--- src/rtl/expr_pkg.sv ---
// Shared constants and state types for the two-source ASCII expression checker.
package expr_pkg;

  localparam logic [7:0] TERM_DEF = 8'h3B;  // ';'
  localparam logic [7:0] CH_0     = 8'h30;
  localparam logic [7:0] CH_9     = 8'h39;
  localparam logic [7:0] CH_ADD   = 8'h2B;
  localparam logic [7:0] CH_SUB   = 8'h2D;
  localparam logic [7:0] CH_MUL   = 8'h2A;
  localparam logic [7:0] CH_DIV   = 8'h2F;

  typedef enum logic [1:0] {START, DIGIT, OP, ERR} chk_state_t;
  typedef enum logic       {IDLE, OWN}             arb_state_t;

  function automatic logic is_digit(input logic [7:0] c);
    return (c >= CH_0) && (c <= CH_9);
  endfunction

  function automatic logic is_op(input logic [7:0] c);
    return (c == CH_ADD) || (c == CH_SUB) || (c == CH_MUL) || (c == CH_DIV);
  endfunction

endpackage

--- src/rtl/expr_checker_arb_if.sv ---
// Character-source handshakes and result bus of the shared expression checker.
interface expr_checker_arb_if #(parameter int LEN_W = 4);
  logic             s0_valid;
  logic [7:0]       s0_char;
  logic             s0_ready;
  logic             s1_valid;
  logic [7:0]       s1_char;
  logic             s1_ready;
  logic             busy;
  logic             res_valid;
  logic             res_ok;
  logic             res_abort;
  logic             res_src;
  logic [LEN_W-1:0] res_len;

  modport master (
    output s0_valid, s0_char, s1_valid, s1_char,
    input  s0_ready, s1_ready, busy, res_valid, res_ok, res_abort, res_src, res_len
  );

  modport slave (
    input  s0_valid, s0_char, s1_valid, s1_char,
    output s0_ready, s1_ready, busy, res_valid, res_ok, res_abort, res_src, res_len
  );
endinterface

--- src/rtl/expr_fsm.sv ---
// Syntax checker for "digit (op digit)*" expressions, one character per step.
module expr_fsm
  import expr_pkg::*;
(
  input  logic       clk,
  input  logic       clr,
  input  logic       step,
  input  logic [7:0] ch,
  input  logic       restart,
  output chk_state_t state
);

  // NOTE: sequential state uses non-blocking assignments so every register
  // samples pre-edge values regardless of block evaluation order.
  always_ff @(posedge clk or posedge clr) begin
    if (clr) begin
      state <= START;
    end else if (restart) begin
      state <= START;
    end else if (step) begin
      unique case (state)
        START: state <= is_digit(ch) ? DIGIT : ERR;
        DIGIT: state <= is_op(ch)    ? OP    : ERR;
        OP:    state <= is_digit(ch) ? DIGIT : ERR;
        ERR:   state <= ERR;
      endcase
    end
  end

endmodule

--- src/rtl/expr_checker_arb.sv ---
// Two-source arbiter around one expression checker: an owner keeps the checker
// for a whole expression, ownership alternates on ties, one result per expression.
module expr_checker_arb
  import expr_pkg::*;
#(
  parameter int         MAX_LEN = 15,
  parameter int         LEN_W   = 4,
  parameter int         TIMEOUT = 16,
  parameter logic [7:0] TERM    = TERM_DEF
)(
  input  logic               clk,
  input  logic               clr,
  expr_checker_arb_if.slave  bus
);

  localparam int TW = $clog2(TIMEOUT + 1);

  arb_state_t       state;
  chk_state_t       chk;
  logic             owner;
  logic             last_grant;
  logic [LEN_W-1:0] len;
  logic [TW-1:0]    timer;

  logic       cur_valid;
  logic [7:0] cur_char;
  logic       accept;
  logic       is_term;
  logic       step;
  logic       timeout_hit;
  logic       restart;

  always_comb begin
    cur_valid = owner ? bus.s1_valid : bus.s0_valid;
    cur_char  = owner ? bus.s1_char  : bus.s0_char;
  end

  assign accept      = (state == OWN) && cur_valid;
  assign is_term     = (cur_char == TERM);
  assign step        = accept && !is_term;
  assign timeout_hit = (state == OWN) && !cur_valid && (timer == TW'(TIMEOUT - 1));
  assign restart     = (accept && is_term) || timeout_hit;

  // Readies decode registered state only, so no valid->ready combinational path.
  assign bus.s0_ready = (state == OWN) && !owner;
  assign bus.s1_ready = (state == OWN) &&  owner;
  assign bus.busy     = (state == OWN);

  expr_fsm u_fsm (
    .clk     (clk),
    .clr     (clr),
    .step    (step),
    .ch      (cur_char),
    .restart (restart),
    .state   (chk)
  );

  always_ff @(posedge clk or posedge clr) begin
    if (clr) begin
      state         <= IDLE;
      owner         <= 1'b0;
      last_grant    <= 1'b1;
      len           <= '0;
      timer         <= '0;
      bus.res_valid <= 1'b0;
      bus.res_ok    <= 1'b0;
      bus.res_abort <= 1'b0;
      bus.res_src   <= 1'b0;
      bus.res_len   <= '0;
    end else begin
      bus.res_valid <= 1'b0;
      case (state)
        IDLE: begin
          len   <= '0;
          timer <= '0;
          if (bus.s0_valid || bus.s1_valid) begin
            owner <= (bus.s0_valid && bus.s1_valid) ? !last_grant : bus.s1_valid;
            state <= OWN;
          end
        end
        OWN: begin
          if (restart) begin
            bus.res_valid <= 1'b1;
            bus.res_ok    <= accept && (chk == DIGIT);
            bus.res_abort <= timeout_hit;
            bus.res_src   <= owner;
            bus.res_len   <= len;
            last_grant    <= owner;
            len           <= '0;
            timer         <= '0;
            state         <= IDLE;
          end else if (accept) begin
            timer <= '0;
            if (len != LEN_W'(MAX_LEN)) len <= len + 1'b1;
          end else begin
            timer <= timer + 1'b1;
          end
        end
        default: state <= IDLE;
      endcase
    end
  end

endmodule
--- src/flat_wrapper.sv ---
// flat-port wrapper written by rule: the top's interface ports become plain ports
module expr_checker_arb_flat import expr_pkg::*;
#(
  parameter int         MAX_LEN = 15,
  parameter int         LEN_W   = 4,
  parameter int         TIMEOUT = 16,
  parameter logic [7:0] TERM    = TERM_DEF
)
  (clk, clr, bus_s0_valid, bus_s0_char, bus_s1_valid, bus_s1_char, bus_s0_ready, bus_s1_ready, bus_busy, bus_res_valid, bus_res_ok, bus_res_abort, bus_res_src, bus_res_len);
  expr_checker_arb_if #(.LEN_W(LEN_W)) bus_i ();
  input  logic clk;
  input  logic clr;
  input wire logic [$bits(bus_i.s0_valid)-1:0] bus_s0_valid;
  input wire logic [$bits(bus_i.s0_char)-1:0] bus_s0_char;
  input wire logic [$bits(bus_i.s1_valid)-1:0] bus_s1_valid;
  input wire logic [$bits(bus_i.s1_char)-1:0] bus_s1_char;
  output wire logic [$bits(bus_i.s0_ready)-1:0] bus_s0_ready;
  output wire logic [$bits(bus_i.s1_ready)-1:0] bus_s1_ready;
  output wire logic [$bits(bus_i.busy)-1:0] bus_busy;
  output wire logic [$bits(bus_i.res_valid)-1:0] bus_res_valid;
  output wire logic [$bits(bus_i.res_ok)-1:0] bus_res_ok;
  output wire logic [$bits(bus_i.res_abort)-1:0] bus_res_abort;
  output wire logic [$bits(bus_i.res_src)-1:0] bus_res_src;
  output wire logic [$bits(bus_i.res_len)-1:0] bus_res_len;
  assign bus_i.s0_valid = bus_s0_valid;
  assign bus_i.s0_char = bus_s0_char;
  assign bus_i.s1_valid = bus_s1_valid;
  assign bus_i.s1_char = bus_s1_char;
  assign bus_s0_ready = bus_i.s0_ready;
  assign bus_s1_ready = bus_i.s1_ready;
  assign bus_busy = bus_i.busy;
  assign bus_res_valid = bus_i.res_valid;
  assign bus_res_ok = bus_i.res_ok;
  assign bus_res_abort = bus_i.res_abort;
  assign bus_res_src = bus_i.res_src;
  assign bus_res_len = bus_i.res_len;
  expr_checker_arb #(.MAX_LEN(MAX_LEN), .LEN_W(LEN_W), .TIMEOUT(TIMEOUT), .TERM(TERM)) u_core (.clk(clk), .clr(clr), .bus(bus_i));
endmodule
--- config.mk ---
export PLATFORM = sky130hd
export DESIGN_NAME = expr_checker_arb_flat
export DESIGN_NICKNAME = d
export VERILOG_FILES = /design/src/rtl/expr_pkg.sv /design/src/rtl/expr_checker_arb_if.sv /design/src/rtl/expr_fsm.sv /design/src/rtl/expr_checker_arb.sv /design/src/flat_wrapper.sv
export SDC_FILE = /design/constraint.sdc
export NUM_CORES = 1
export LEC_CHECK = 0
export CAP_MARGIN = 40
export CORE_MARGIN = 8
export CORE_UTILIZATION = 35
export DETAILED_ROUTE_END_ITERATION = 8
export PLACE_DENSITY = 0.72
export SLEW_MARGIN = 20
export SYNTH_ARGS = -nofsm -noshare
export SYNTH_HDL_FRONTEND = slang
export SYNTH_SLANG_ARGS = --single-unit
--- constraint.sdc ---
create_clock -name clk -period 6 [get_ports clk]
set_input_delay 1.2 -clock clk [delete_from_list [all_inputs] [get_ports clk]]
set_output_delay 1.2 -clock clk [all_outputs]
set_load 0.03 [all_outputs]
==> flow_summary.yaml <==
yosys:
  ys_async_sr_fraction: 1.000
  yosysSeqAreaShare: 0.4707
  netlist_instances: 102
  synth_area_leaders: "dfrtp_1 45%, mux2_2 7.7%, ha_1 3.2%"
  synth_warnings: 0
  syn_avg_cell_area_um2: 11.49
  post_synth_num_cell_types: 41
  yosys_most_used_dff: "dfrtp_1"
  ys_ff_latch: 22
  synth_top_cell_by_area: "dfrtp_1"
  synth_edf_count: 0
  synth_nets: 125
  netlist_area_mm2: 0.001172
  synth.top_cell.area_share: 0.4482
routing:
  vias: 955
  drt_iter0_markers: 31
  post_drt_wl_per_cell_um: 15.28
  antenna_left: 0
  avgViaCountPerCell: 5.276
  routed_wl_um: 2765
  dr.pass1.iters: 6
  drc_errors: 0
sta:
  rsz0062_at_grt: "false"
  setup_viol_count_final: 0
  tightest_slew_ns: 0.7125
  setup_slack_ns: 2.880
  fin_hold_ws_ns: 0.4914
  fmax_ghz: 0.3205
  finalSetupTns_ns: 0
  hold_viol: 0
  fin_crit_sh: 0.5199
  fin_skew_ns: 0.003426
  slew_viol_final: 0
  slew_headroom: 0.5175
  period_needed_ns: 3.120
critical_path:
  cp_slowest_cell: "dfrtp_1"
  critical-path-max-stage-delay_ns: 0.73
  crit_type: "register to output pin"
  path_buf_inv: 1
  critical_path.max_fanout: 18
  critPathLaunch: "u_core.owner"
  cp_cell_sequence: "and2_1 > clkdlybuf4s50_1"
  rr_startpoint: "u_core.owner"
  end_kind: "output pin"
  crit_arrival_ns: 1.92
  crit_family: "flip-flops"
  setup.worst_path.start_class: "register"
  required_ns: 4.80
cells_and_area:
  fin_nets: 159
  n_fill_cell: 293
  final_area_mm2: 0.001582
  syn_to_final_growth_pct: 34.90
  multi_input_area_um2: 585.6
  postLayoutCoreUtil: 0.4815
  drive_gt1_frac: 0.1481
  diodes: 0
  regArea_um2: 551.8
  instances_no_fill: 181
die:
  ios: 31
  die_y_um: 73.88
  core_area_mm2: 0.003284
  initial_core_util: 0.3570
  dieArea_mm2: 0.005458
  rows: 21
  die_width_um: 73.88
global_route:
  grt_pass1_wl_um: 4381
  grt_pass1_vias: 974
  grt_overflow_total: 0
  grt_max_degree: 23
  track_usage: 0.1025
  antenna_found_initial: 0
place:
  hpwl_um: 2145
  place_area_mm2: 0.001514
  dp.cells: 176
  place_congestion: 0.8404
  portBuffers: 30
  pre_cts_ws_ns: 2.711
clocking:
  post_cts_buffers: 0
  ctsResizeCount: 0
  cts.htree.levels: 1
  clock_path_buffers: 2
  clk_pin_slew_ns: 0.12
  insertion_delay_ns: 0.30
  root_buffer: "clkbuf_4"
  cts_hold_buffers: 0
  cts_buffers: 3
  clkSinkCount: 22
  tritoncts: "yes"
power_and_ir_drop:
  p_leak_nw: 0.6775
  p_per_area_mw_per_mm2: 268.9
  ir_worst_vdd_mv: 0.2014
  total_power_mw: 0.4253
hold_path:
  worstHoldPathType: "register to register"
  worstHoldStart: "u_core.timer[0]"
flow_run:
  cap_violations: 0
status:
  outcome: "finished clean"
==> cells by family after synthesis <==
family          share of synthesized area
compound gates                     0.1643
xor+xnor                          0.01494
fa+ha+maj                         0.03202
buf+inv                           0.02988
flops                              0.4707
mux                                0.1153
simple gates                       0.1729
==> worst paths after layout <==
| kind | slack (ns) | endpoint | depth (start not counted) |
|---|---|---|---|
| hold / removal | 0.49 | u_core.timer[0] | 1 |
| setup / recovery | 2.88 | bus_s1_ready | 2 |
| setup reg to reg | 3.52 | u_core.len[2] | 5 |
| min in group asynchronous | 1.13 | u_core.bus.res_valid | 2 |
| max in group asynchronous | 4.39 | u_core.last_grant | 3 |
| hold reg to reg | 0.49 | u_core.timer[0] | 1 |
==> cell usage after synthesis, types with 2 or more instances <==
master and count:
a21o_1 2, a32o_1 2, and2_1 2, and3_1 3, dfrtp_1 21, ha_1 3
inv_1 5, mux2_2 8, mux2i_1 3, nand2_1 6, nand3_1 3, nor2_1 8
nor3_1 3, nor4b_1 2, o211ai_1 2, o21ai_0 3, o31ai_1 2
==> cells in the final DEF, fill, tap and decap left out, types with 2 or more instances in the layout <==
master	n
nand3_1	3
o211ai_1	2
inv_1	5
nand2_1	6
and2_1	2
a32o_1	2
clkbuf_4	3
nor2_1	8
o21ai_0	3
nor3_1	3
a21o_1	2
nor4b_1	2
ha_1	3
dfrtp_1	21
mux2_2	8
mux2i_1	3
and3_1	3
o31ai_1	2
clkdlybuf4s50_1	30
==> routing by layer <==
| layer | GRT usage | part of all wire |
|---|---|---|
| met2 | 0.1732 | 0.45 |
| met5 | 0 | 0 |
| met3 | 0.04093 | 0.086 |
| met4 | 0.03326 | 0.0094 |
| met1 | 0.1136 | 0.45 |
==> power breakdown <==
group	switching [mW]	internal, mW
registers	0.0269	0.169
logic	0.0535	0.0649
clock network	0.0430	0.0675
total	0.123	0.302
==> sequential cells by signal, indices dropped and copies added (netlist names) <==
register and flops:
u_core.owner 1, u_core.timer 5, u_core.last_grant 1, u_core.bus.res_abort 1, u_core.bus.res_valid 1, u_core.bus.res_len 4, u_core.u_fsm.state 2, u_core.len 4
u_core.bus.busy 1, u_core.bus.res_src 1, u_core.bus.res_ok 1
==> cell type report <==
type	instances	area share
inverters	5	0.01187
repair buffers	31	0.1994
well taps	46	0.03639
clock inverters	1	0.01899
clock buffers	3	0.01424
multi-input cells	73	0.3703
flip-flops and latches	22	0.3489
Note: power is estimated with default switching activity, not from simulation.
